[src/rtl/quiz_sequencer.sv]
// Quiz game sequencer: fetches each question from the ROM, collects BCD key entry, judges and scores.
// Latency: START->ENTRY DB_LAT+2 cycles, ENTER->judge flag 2 cycles; no backpressure, keys outside ENTRY are dropped.
module quiz_sequencer #(
    parameter int NUM_Q       = 10,
    parameter int ANS_DIGITS  = 4,
    parameter int LVL_W       = 2,
    parameter int DB_LAT      = 1,
    parameter int TIME_LIMIT  = 1000,
    parameter int RESULT_HOLD = 50,
    localparam int ANS_W      = 4 * ANS_DIGITS
) (
    input  logic             CLK,
    input  logic             RST,
    input  logic             START,
    output logic [3:0]       NUM_IN,
    input  logic [35:0]      NUM_ARRAY,
    input  logic [ANS_W-1:0] ANSER,
    input  logic [LVL_W-1:0] LEVEL,
    input  logic             KEY_VALID,
    input  logic [3:0]       KEY_DIGIT,
    input  logic             KEY_CLR,
    input  logic             KEY_ENTER,
    output logic [35:0]      Q_ARRAY,
    output logic [LVL_W-1:0] Q_LEVEL,
    output logic [ANS_W-1:0] ENTRY_DISP,
    output logic             JUDGE_OK,
    output logic             JUDGE_NG,
    output logic [7:0]       SCORE,
    output logic             PLAYING,
    output logic             FINISH
);

    localparam int TMR_W  = $clog2(TIME_LIMIT + 1);
    localparam int HOLD_W = $clog2(RESULT_HOLD + 1);
    localparam int WAIT_W = $clog2(DB_LAT + 2);
    localparam int CNT_W  = $clog2(ANS_DIGITS + 1);

    typedef enum logic [2:0] {
        S_IDLE   = 3'd0,
        S_FETCH  = 3'd1,
        S_ENTRY  = 3'd2,
        S_JUDGE  = 3'd3,
        S_RESULT = 3'd4,
        S_FINISH = 3'd5
    } state_t;

    state_t             state_q, state_d;
    logic [3:0]         idx_q, idx_d;
    logic [WAIT_W-1:0]  wait_q, wait_d;
    logic [35:0]        q_array_q, q_array_d;
    logic [LVL_W-1:0]   q_level_q, q_level_d;
    logic [ANS_W-1:0]   ans_q, ans_d;
    logic [ANS_W-1:0]   entry_q, entry_d;
    logic [CNT_W-1:0]   cnt_q, cnt_d;
    logic [TMR_W-1:0]   timer_q, timer_d;
    logic               timeout_q, timeout_d;
    logic [HOLD_W-1:0]  hold_q, hold_d;
    logic               ok_q, ok_d;
    logic               ng_q, ng_d;
    logic [7:0]         score_q, score_d;

    logic [8:0]         score_sum;
    logic               enter_ok;

    assign score_sum = {1'b0, score_q} + 9'(q_level_q) + 9'd1;
    assign enter_ok  = KEY_ENTER && (cnt_q != '0);

    always_comb begin
        state_d   = state_q;
        idx_d     = idx_q;
        wait_d    = wait_q;
        q_array_d = q_array_q;
        q_level_d = q_level_q;
        ans_d     = ans_q;
        entry_d   = entry_q;
        cnt_d     = cnt_q;
        timer_d   = timer_q;
        timeout_d = timeout_q;
        hold_d    = hold_q;
        ok_d      = ok_q;
        ng_d      = ng_q;
        score_d   = score_q;

        case (state_q)
            S_IDLE, S_FINISH: begin
                if (START) begin
                    idx_d   = '0;
                    score_d = '0;
                    wait_d  = '0;
                    state_d = S_FETCH;
                end
            end
            S_FETCH: begin
                // ROM answers the address DB_LAT edges after NUM_IN changed
                if (wait_q == WAIT_W'(DB_LAT)) begin
                    q_array_d = NUM_ARRAY;
                    q_level_d = LEVEL;
                    ans_d     = ANSER;
                    entry_d   = '0;
                    cnt_d     = '0;
                    timer_d   = '0;
                    timeout_d = 1'b0;
                    state_d   = S_ENTRY;
                end else begin
                    wait_d = wait_q + 1'b1;
                end
            end
            S_ENTRY: begin
                timer_d = timer_q + 1'b1;
                if (KEY_ENTER) begin
                    if (enter_ok) begin
                        timeout_d = 1'b0;
                        state_d   = S_JUDGE;
                    end
                end else if (KEY_CLR) begin
                    entry_d = '0;
                    cnt_d   = '0;
                end else if (KEY_VALID && (KEY_DIGIT <= 4'd9)) begin
                    entry_d = {entry_q[ANS_W-5:0], KEY_DIGIT};
                    if (cnt_q != CNT_W'(ANS_DIGITS)) begin
                        cnt_d = cnt_q + 1'b1;
                    end
                end
                if (!enter_ok && (timer_q == TMR_W'(TIME_LIMIT - 1))) begin
                    timeout_d = 1'b1;
                    state_d   = S_JUDGE;
                end
            end
            S_JUDGE: begin
                if (!timeout_q && (entry_q == ans_q)) begin
                    ok_d    = 1'b1;
                    score_d = score_sum[8] ? 8'hFF : score_sum[7:0];
                end else begin
                    ng_d = 1'b1;
                end
                hold_d  = '0;
                state_d = S_RESULT;
            end
            S_RESULT: begin
                if (hold_q == HOLD_W'(RESULT_HOLD - 1)) begin
                    ok_d   = 1'b0;
                    ng_d   = 1'b0;
                    wait_d = '0;
                    if (idx_q == 4'(NUM_Q - 1)) begin
                        state_d = S_FINISH;
                    end else begin
                        idx_d   = idx_q + 1'b1;
                        state_d = S_FETCH;
                    end
                end else begin
                    hold_d = hold_q + 1'b1;
                end
            end
            default: state_d = S_IDLE;
        endcase
    end

    always_ff @(posedge CLK or negedge RST) begin
        if (!RST) begin
            state_q   <= S_IDLE;
            idx_q     <= '0;
            wait_q    <= '0;
            q_array_q <= '0;
            q_level_q <= '0;
            ans_q     <= '0;
            entry_q   <= '0;
            cnt_q     <= '0;
            timer_q   <= '0;
            timeout_q <= 1'b0;
            hold_q    <= '0;
            ok_q      <= 1'b0;
            ng_q      <= 1'b0;
            score_q   <= '0;
        end else begin
            state_q   <= state_d;
            idx_q     <= idx_d;
            wait_q    <= wait_d;
            q_array_q <= q_array_d;
            q_level_q <= q_level_d;
            ans_q     <= ans_d;
            entry_q   <= entry_d;
            cnt_q     <= cnt_d;
            timer_q   <= timer_d;
            timeout_q <= timeout_d;
            hold_q    <= hold_d;
            ok_q      <= ok_d;
            ng_q      <= ng_d;
            score_q   <= score_d;
        end
    end

    assign NUM_IN     = idx_q;
    assign Q_ARRAY    = q_array_q;
    assign Q_LEVEL    = q_level_q;
    assign ENTRY_DISP = entry_q;
    assign JUDGE_OK   = ok_q;
    assign JUDGE_NG   = ng_q;
    assign SCORE      = score_q;
    assign PLAYING    = (state_q == S_FETCH) || (state_q == S_ENTRY) ||
                        (state_q == S_JUDGE) || (state_q == S_RESULT);
    assign FINISH     = (state_q == S_FINISH);

endmodule
[config.mk]
export PLATFORM = sky130hd
export DESIGN_NAME = quiz_sequencer
export DESIGN_NICKNAME = d
export VERILOG_FILES = /design/src/rtl/quiz_sequencer.sv
export SDC_FILE = /design/constraint.sdc
export NUM_CORES = 1
export LEC_CHECK = 0
export CAP_MARGIN = 30
export CORE_ASPECT_RATIO = 1.1
export CORE_MARGIN = 3
export CORE_UTILIZATION = 45
export CTS_CLUSTER_SIZE = 12
export DETAILED_ROUTE_END_ITERATION = 6
export DONT_BUFFER_PORTS = 1
export PLACE_DENSITY = 0.7
export SLEW_MARGIN = 20
export SYNTH_ARGS = -nofsm -noshare
export SYNTH_HDL_FRONTEND = slang
export SYNTH_SLANG_ARGS = --single-unit
export TNS_END_PERCENT = 30
[constraint.sdc]
create_clock -name CLK -period 3.5 [get_ports CLK]
set_input_delay 1.05 -clock CLK [delete_from_list [all_inputs] [get_ports CLK]]
set_output_delay 1.05 -clock CLK [all_outputs]
set_load 0.02 [all_outputs]
* Word level (Yosys, flattened, before mapping)
Cells that the tools add are included.
Widths: inputs -> output; s select.
** Word-level totals
- Logic and storage cells :: 120
- Flip-flop bits (word level) :: 109
- Output and inout bits :: 70
** Cells by class
- Equal/unequal tests :: 24
- Order comparisons :: 1
- Mux-type cells :: 45
- Add/sub/neg operators :: 7
- Reductions and logical operators :: 29
** Operator list (count)
- $mux 16 :: 4
- $mux 3 :: 12
- $pmux 16 s2 :: 1
- $mux 8 :: 3
- $pmux 10 s2 :: 1
- $ne 2x2->1 const B :: 9
- $eq 16x16->1 :: 1
- $pmux 8 s2 :: 1
- $reduce_and 4->1 :: 4
- $ne 3x3->1 const B :: 5
- $pmux 3 s5 :: 1
- $mux 4 :: 3
- $pmux 6 s2 :: 1
- $add 10x1->10 const B :: 1
- $eq 10x10->1 const B :: 1
- $mux 10 :: 1
- $reduce_and 5->1 :: 2
- $add 8x2->9 :: 1
- $add 9x1->9 const B :: 1
- $reduce_and 3->1 :: 3
- $pmux 4 s2 :: 1
- $reduce_bool 2->1 :: 4
- $mux 1 :: 7
- $add 6x1->6 const B :: 1
- 22 further kinds :: 37

* Depth between registers and ports, before layout
- Depth in word-level cells :: 6
- Depth in mapped cells :: 9
- Mapped depth without buffers :: 9

* Worst setup path after synthesis
Ideal clock, no wire load.
- Path kind :: input to register
- Start point :: in KEY_CLR
- End point :: reg entry_q[11], in the netlist ENTRY_DISP[11]
- Data arrival time :: 2305 ps
- Cell stages on the path :: 6
- Path slack :: 1085 ps
- Setup time :: 110 ps
- Path buffers :: 3
- Cell sequence :: clkbuf_1 > a211oi_1 > or3b_1 > clkbuf_1 > clkbuf_1 > o41ai_1
** On the way
- Longest elaborated chain between the ends :: 3
** RTL lines
- start: declaration :: line 21 : input logic KEY_CLR,
- $mux 16 :: line 115 : end else if (KEY_CLR) begin
- $mux 16 :: line 110 : if (KEY_ENTER) begin
- $pmux 16 s2 :: line 84 : case (state_q)
- end signal: assignment :: line 181 : entry_q <= entry_d;
- end: declaration :: line 53 : logic [ANS_W-1:0] entry_q, entry_d;
Several ways; a longest one is shown, not always the timed one. The select of a mux whose other input is x is not followed.
A chain may end at the register's enable or synchronous reset.

* Final worst setup path
- Start point :: reg state_q[0]
- End point :: out FINISH
** On the way
- Longest elaborated chain between the ends :: 1
** RTL lines
- start: declaration :: line 47 : state_t state_q, state_d;
- start signal: assignment :: line 175 : state_q <= state_d;
- $eq 3x3->1 :: line 201 : assign FINISH = (state_q == S_FINISH);
- end: declaration :: line 30 : output logic FINISH
No other way between the ends.

==> metrics.txt <==
# TYPE chip_impl_metric gauge
chip_impl_metric{name="vias",unit=""} 3975
chip_impl_info{name="setup.worst_path.end_class",value="primary output"} 1
chip_impl_info{name="status",value="finished clean"} 1
chip_impl_metric{name="synth.yosys.seq_area_share",unit=""} 0.527
chip_impl_metric{name="buffer_ports.inserted",unit=""} 0
chip_impl_metric{name="grt_use_total",unit=""} 0.194
chip_impl_info{name="layout.cells.most_common",value="sky130_fd_sc_hd__nand2_1"} 1
chip_impl_info{name="tritoncts",value="done"} 1
chip_impl_metric{name="final.min_clock_period",unit="ps"} 2640
chip_impl_metric{name="vdd_ir_drop_max",unit="µV"} 420
chip_impl_metric{name="detailedRoute.firstPassIterationCount",unit=""} 5
chip_impl_metric{name="area_enclosed_by_the_die_boundary",unit="µm²"} 12800
chip_impl_metric{name="place_hpwl",unit="mm"} 8.50
chip_impl_metric{name="layout_cell_share_with_drive_strength_beyond_1",unit=""} 0.0470
chip_impl_info{name="dr.max_layer_used",value="met4"} 1
chip_impl_metric{name="syn_to_final_growth",unit="%"} 7.81
chip_impl_metric{name="critPathRequiredTime",unit="ps"} 2450
chip_impl_metric{name="setup_tns",unit="ps"} 0
chip_impl_metric{name="grt_pass1_vias",unit=""} 3880
chip_impl_info{name="timing.critical_path.cells",value="inv_1, nor2_1, and2_1"} 1
chip_impl_metric{name="core_area",unit="µm²"} 11100
chip_impl_metric{name="finalMaxSlewViolations",unit=""} 0
chip_impl_metric{name="grt_start_max_net_pins",unit=""} 110
chip_impl_metric{name="cts_max_path_buffers",unit=""} 2
chip_impl_metric{name="grt_first_pass_wirelength",unit="mm"} 19.6
chip_impl_info{name="slowest_stage",value="sky130_fd_sc_hd__dfrtp_1"} 1
chip_impl_metric{name="dr_wl_met2",unit="mm"} 5.75
chip_impl_metric{name="pwr-share-seq",unit=""} 0.491
chip_impl_metric{name="design.portCount",unit=""} 134
chip_impl_metric{name="timing.critical_path.buf_inv",unit=""} 1
chip_impl_metric{name="ys_types",unit=""} 55
chip_impl_metric{name="final-hold-violation-count",unit=""} 0
chip_impl_info{name="timing.rr.start",value="state_q[2]"} 1
chip_impl_metric{name="power.share.combinational",unit=""} 0.302
chip_impl_metric{name="post_synth.cell_area_avg",unit="µm²"} 8.89
chip_impl_metric{name="swShare",unit=""} 0.432
chip_impl_info{name="critical_path.startpoint_type",value="flop"} 1
chip_impl_metric{name="avgViaCountPerCell",unit=""} 5.51
chip_impl_metric{name="non_filler_cell_area_final",unit="µm²"} 5580
chip_impl_metric{name="antenna_cells_inserted",unit=""} 0
chip_impl_metric{name="placer_congestion",unit=""} 0.844
chip_impl_info{name="ctsRootBufferMaster",value="sky130_fd_sc_hd__clkbuf_16"} 1
chip_impl_metric{name="placement_rows",unit=""} 40
chip_impl_metric{name="max_slew.worst_pin.slew",unit="ps"} 840
chip_impl_metric{name="critPathMaxFanout",unit=""} 16
chip_impl_metric{name="switchingPower",unit="mW"} 2.00
chip_impl_info{name="critPathTopFamily",value="flip-flops"} 1
chip_impl_metric{name="post-cts-setup-buffer-count",unit=""} 0
chip_impl_metric{name="grt.overflow.total",unit=""} 0
chip_impl_metric{name="hold-worst-slack",unit="ps"} 397
chip_impl_metric{name="cts.sink_count",unit=""} 109
chip_impl_metric{name="net_count_after_synthesis",unit=""} 657
chip_impl_metric{name="power.leakage",unit="nW"} 2.64
chip_impl_info{name="grt_setup_unrepaired",value="no"} 1
chip_impl_info{name="critPathLaunch",value="state_q[0]"} 1
chip_impl_metric{name="die_width",unit="µm"} 108
chip_impl_metric{name="num-fill-cells",unit=""} 1030
chip_impl_metric{name="antenna_violating_nets_post_route",unit=""} 0
chip_impl_metric{name="clkSlewWorstSetupHoldPaths",unit="ps"} 70
chip_impl_metric{name="met1_length",unit="mm"} 4.88
chip_impl_metric{name="ctsResizeCount",unit=""} 0
chip_impl_metric{name="floorplan.die.height",unit="µm"} 118
chip_impl_metric{name="routed-wl-met3",unit="mm"} 1.20
chip_impl_metric{name="drt-wirelength-per-cell",unit="µm"} 16.7
chip_impl_metric{name="drt_wirelength",unit="mm"} 12.0
chip_impl_metric{name="fmax",unit="GHz"} 0.379
chip_impl_metric{name="grt_antenna_before_repair",unit=""} 0
chip_impl_metric{name="slew-limit-headroom",unit=""} 0.440
chip_impl_metric{name="final-setup-viol-count",unit=""} 0
chip_impl_metric{name="p_per_area",unit="nW/µm²"} 832
chip_impl_metric{name="nets",unit=""} 645
chip_impl_metric{name="maxCapViolations",unit=""} 0
chip_impl_metric{name="ys_seq_elements",unit=""} 109
chip_impl_metric{name="cts_hold_buffers",unit=""} 0
chip_impl_metric{name="pwr-share-clk",unit=""} 0.208
chip_impl_metric{name="critPathArrivalTime",unit="ps"} 1590
chip_impl_metric{name="synth_area",unit="µm²"} 5170
chip_impl_info{name="yosys_most_used_dff",value="sky130_fd_sc_hd__dfrtp_1"} 1
chip_impl_metric{name="remaining_drc_errors",unit=""} 0
chip_impl_metric{name="utilization",unit=""} 0.504
chip_impl_metric{name="critical_path.max_stage_delay",unit="ps"} 610
chip_impl_metric{name="clkLatencyLatePin",unit="ps"} 350
chip_impl_metric{name="clock_skew",unit="ps"} 8.72
chip_impl_info{name="holdCritPathClass",value="primary input to async pin"} 1
chip_impl_metric{name="async_reset_ff_frac",unit=""} 1.00
chip_impl_metric{name="number_of_drc_violations_after_detailed_routing_iteration_0",unit=""} 215
chip_impl_metric{name="initial_utilization",unit=""} 0.468
chip_impl_metric{name="reg2reg_slack",unit="ps"} 880
chip_impl_metric{name="htree_levels",unit=""} 3
chip_impl_metric{name="syn_inst",unit=""} 582
chip_impl_metric{name="number_of_flops_mapped_to_enable_cells_by_yosys",unit=""} 0
chip_impl_metric{name="report.power.total",unit="mW"} 4.64
chip_impl_info{name="top_library_cells_by_usage_in_the_layout_fill_and_taps_aside",value="sky130_fd_sc_hd__nand2_1, sky130_fd_sc_hd__dfrtp_1, sky130_fd_sc_hd__o21ai_0"} 1
chip_impl_info{name="timing_worst_setup_path_type",value="flop to primary output"} 1
chip_impl_metric{name="placedInstanceArea",unit="µm²"} 5300
chip_impl_metric{name="yosysWarningCount",unit=""} 0
chip_impl_metric{name="numCtsBuffers",unit=""} 9
chip_impl_metric{name="intPower",unit="mW"} 2.64
chip_impl_metric{name="layout_worst_path_cycle_share",unit=""} 0.755
final timing paths:
check                      cells past startpoint    endpoint
max                                            3      FINISH
min                                            0  timer_q[2]
max reg2reg                                    5    SCORE[6]
min reg2reg                                    2    ans_q[3]
max in group asynchronous                      0   NUM_IN[3]
min in group CLK                               2    ans_q[3]
cells by family (layout without fill, tap and decap cells):
logic type                 after synthesis  count (layout)  share of synthesized area
AOI/OAI and AO/OA                       92              92                      0.113
xor gates and xnor gates                21              21                     0.0356
adders and majority gates               11              11                     0.0281
buffers and inverters                   44              37                     0.0324
DFF                                    109             109                      0.527
muxes                                    7               7                     0.0140
and+or+nand+nor                        298             298                      0.250
metal layers:
layer / vias up / global-route usage
met5: - / 0
met4: 0 / 0.0758
met3: 16 / 0.0715
met2: 165 / 0.306
met1: 1871 / 0.242
li1: 1923 / -
Yosys cell counts, types with 7 or more instances:
cell type	instances	area, µm²
sky130_fd_sc_hd__a21oi_1	8	40.0
sky130_fd_sc_hd__ha_1	10	125
sky130_fd_sc_hd__xnor2_1	9	78.8
sky130_fd_sc_hd__clkbuf_1	21	78.8
sky130_fd_sc_hd__nand3_1	11	55.1
sky130_fd_sc_hd__inv_1	18	67.6
sky130_fd_sc_hd__nor2_1	17	63.8
sky130_fd_sc_hd__o31ai_1	7	52.6
sky130_fd_sc_hd__nand2_1	220	826
sky130_fd_sc_hd__o21ai_0	42	210
sky130_fd_sc_hd__nand4_1	9	56.3
sky130_fd_sc_hd__dfrtp_1	109	2730
sky130_fd_sc_hd__xor2_1	12	105
area by class of cell:
type                       count  area [µm²]  area share
clock buffer                  10         229      0.0410
clock inverter                 6        46.3     0.00830
inverter                      18        67.6      0.0121
multi-input combinational    429        2290       0.410
sequential                   109        2730       0.489
tap                          147         184      0.0330
timing repair buffer           3        35.0     0.00628
per-stage QoR:
step	setup slack, ps	std cells
after floorplan	1080	582
after global placement	935	705
after detailed placement	853	706
after CTS	862	722
after global routing	687	722
final	858	722
power groups by stage:
stage	sequential [mW]	combinational (mW)	clock, mW
3_5_place_dp	2.30	1.42	0
2_1_floorplan	2.17	1.17	0
3_3_place_gp	2.29	1.33	0
6_report	2.28	1.40	0.963
5_1_grt	2.34	1.62	1.04
4_1_cts	2.29	1.41	0.983
state kept, by name (all words and copies together), names as in the netlist:
name,flops
hold_q,6
ENTRY_DISP,16
JUDGE_NG,1
ans_q,16
timeout_q,1
NUM_IN,4
wait_q,2
JUDGE_OK,1
cnt_q,3
Q_ARRAY,36
SCORE,8
state_q,3
timer_q,10
Q_LEVEL,2
Note: power is estimated with default switching activity, not from simulation.
==> edit: new RTL, same flow settings <==
Set the parameter `ANS_DIGITS` to 2 (it was 4).
--- a/src/rtl/quiz_sequencer.sv
+++ b/src/rtl/quiz_sequencer.sv
@@ -2,7 +2,7 @@
 // Latency: START->ENTRY DB_LAT+2 cycles, ENTER->judge flag 2 cycles; no backpressure, keys outside ENTRY are dropped.
 module quiz_sequencer #(
     parameter int NUM_Q       = 10,
-    parameter int ANS_DIGITS  = 4,
+    parameter int ANS_DIGITS  = 2,
     parameter int LVL_W       = 2,
     parameter int DB_LAT      = 1,
     parameter int TIME_LIMIT  = 1000,
Interface: changed (resized ANSER and ENTRY_DISP); port bits go from 134 to 118. No check against the original RTL was run, so the function may have changed too.
==> edit against the unedited design <==
Sequential cell count shrank 17. Clock power shrank 15%. Total power shrank 20%. Design area shrank 17%. Sequential share of layout area grew 0.99 points. Worst setup slack lost 0.023 ns. Non-clock buffer count grew 1. Area after synthesis shrank 17%. Critical path depth shrank 1. Wire length shrank 23%. Via count shrank 20%. Highest routed layer unchanged.
==> edit: results (changes against the unedited design) <==
| Metric | Value |
|---|---|
| Met3 Routed Length | 799 um (was 1.20 mm) |
| Hold Slack | 0.377 ns (was 0.397 ns) |
| End of the critical path | PLAYING (was FINISH) |
| DR pass1 iterations | 6 (was 5) |
| Clk slew on worst S/H paths | 0.10 ns (was 0.07 ns) |
| Synth area leaders | dfrtp_1, nand2_1, o21ai_0, ha_1, nand3_1 (was dfrtp_1, nand2_1, o21ai_0, ha_1, xor2_1) |
| Final Wtd Congestion | 0.804 (was 0.844) |
| Layout cell share with drive strength beyond 1 | 6.78% (was 4.70%) |
| Synth Area per Inst | 9.10 um2 (was 8.89 um2) |
| R2R Path End | SCORE[4]$_DFFE_PN0P_ (was SCORE[6]$_DFFE_PN0P_) |
| Synth top cells by count | nand2_1, dfrtp_1, o21ai_0 (unchanged) |
| Final cell count without fillers | 586 (was 722) |
| Net Sw Frac | 41.7% (was 43.2%) |
| Post-DP HPWL | 6.39 mm (was 8.50 mm) |
| Nets | 534 (was 645) |
| GR Layer Usage met1 | 22.9% (was 24.2%) |
| First-pass GRT wire length | 15.3 mm (was 19.6 mm) |
| Placed Instance Area | 4380 um2 (was 5300 um2) |
| Max Freq | 375 MHz (was 379 MHz) |
| Leak | 0.00222 uW (was 0.00264 uW) |
| Grt met2 use | 26.7% (was 30.6%) |
| Vias | 3188 (was 3975) |
| Largest net degree at the start of global routing | 93 (was 110) |
| Status | complete, no violations (unchanged) |
| Comb pwr share | 25.0% (was 30.2%) |
| WL/cell | 15.7 um (was 16.7 um) |
## edit: cell types whose count changed after synthesis, sizes merged, moves of 6 or more
cell | unedited run | this run
and3 | 1 | 8
clkbuf | 22 | 14
dfrtp | 109 | 92
nand2 | 220 | 164
nand3 | 11 | 17
o21ai | 42 | 34
## edit: kinds of logic after synthesis
| kind of cell | synth area share, % |
|---|---|
| adder cells (fa/ha/maj) | 3.38 |
| buffers and inverters | 4.02 |
| AO/OA/AOI/OAI | 10.6 |
| multiplexers | 0.233 |
| flip-flops | 53.6 |
| XOR/XNOR | 2.45 |
| AND/OR/NAND/NOR | 25.7 |
## edit: final cells by class
cell class	instances	area [um2]	area share, %
timing repair buffer	4	30.0	0.651
clock inverter	6	95.1	2.06
sequential	92	2300	49.9
multi-input combinational	338	1820	39.5
clock buffer	10	138	2.98
tap	114	143	3.09
inverter	22	82.6	1.79
## edit: worst max-delay path, cell delays in order, from the launching register on
cell	delay [ns]
dfrtp_1	0.65
nor2_1	0.13
xnor2_1	0.48
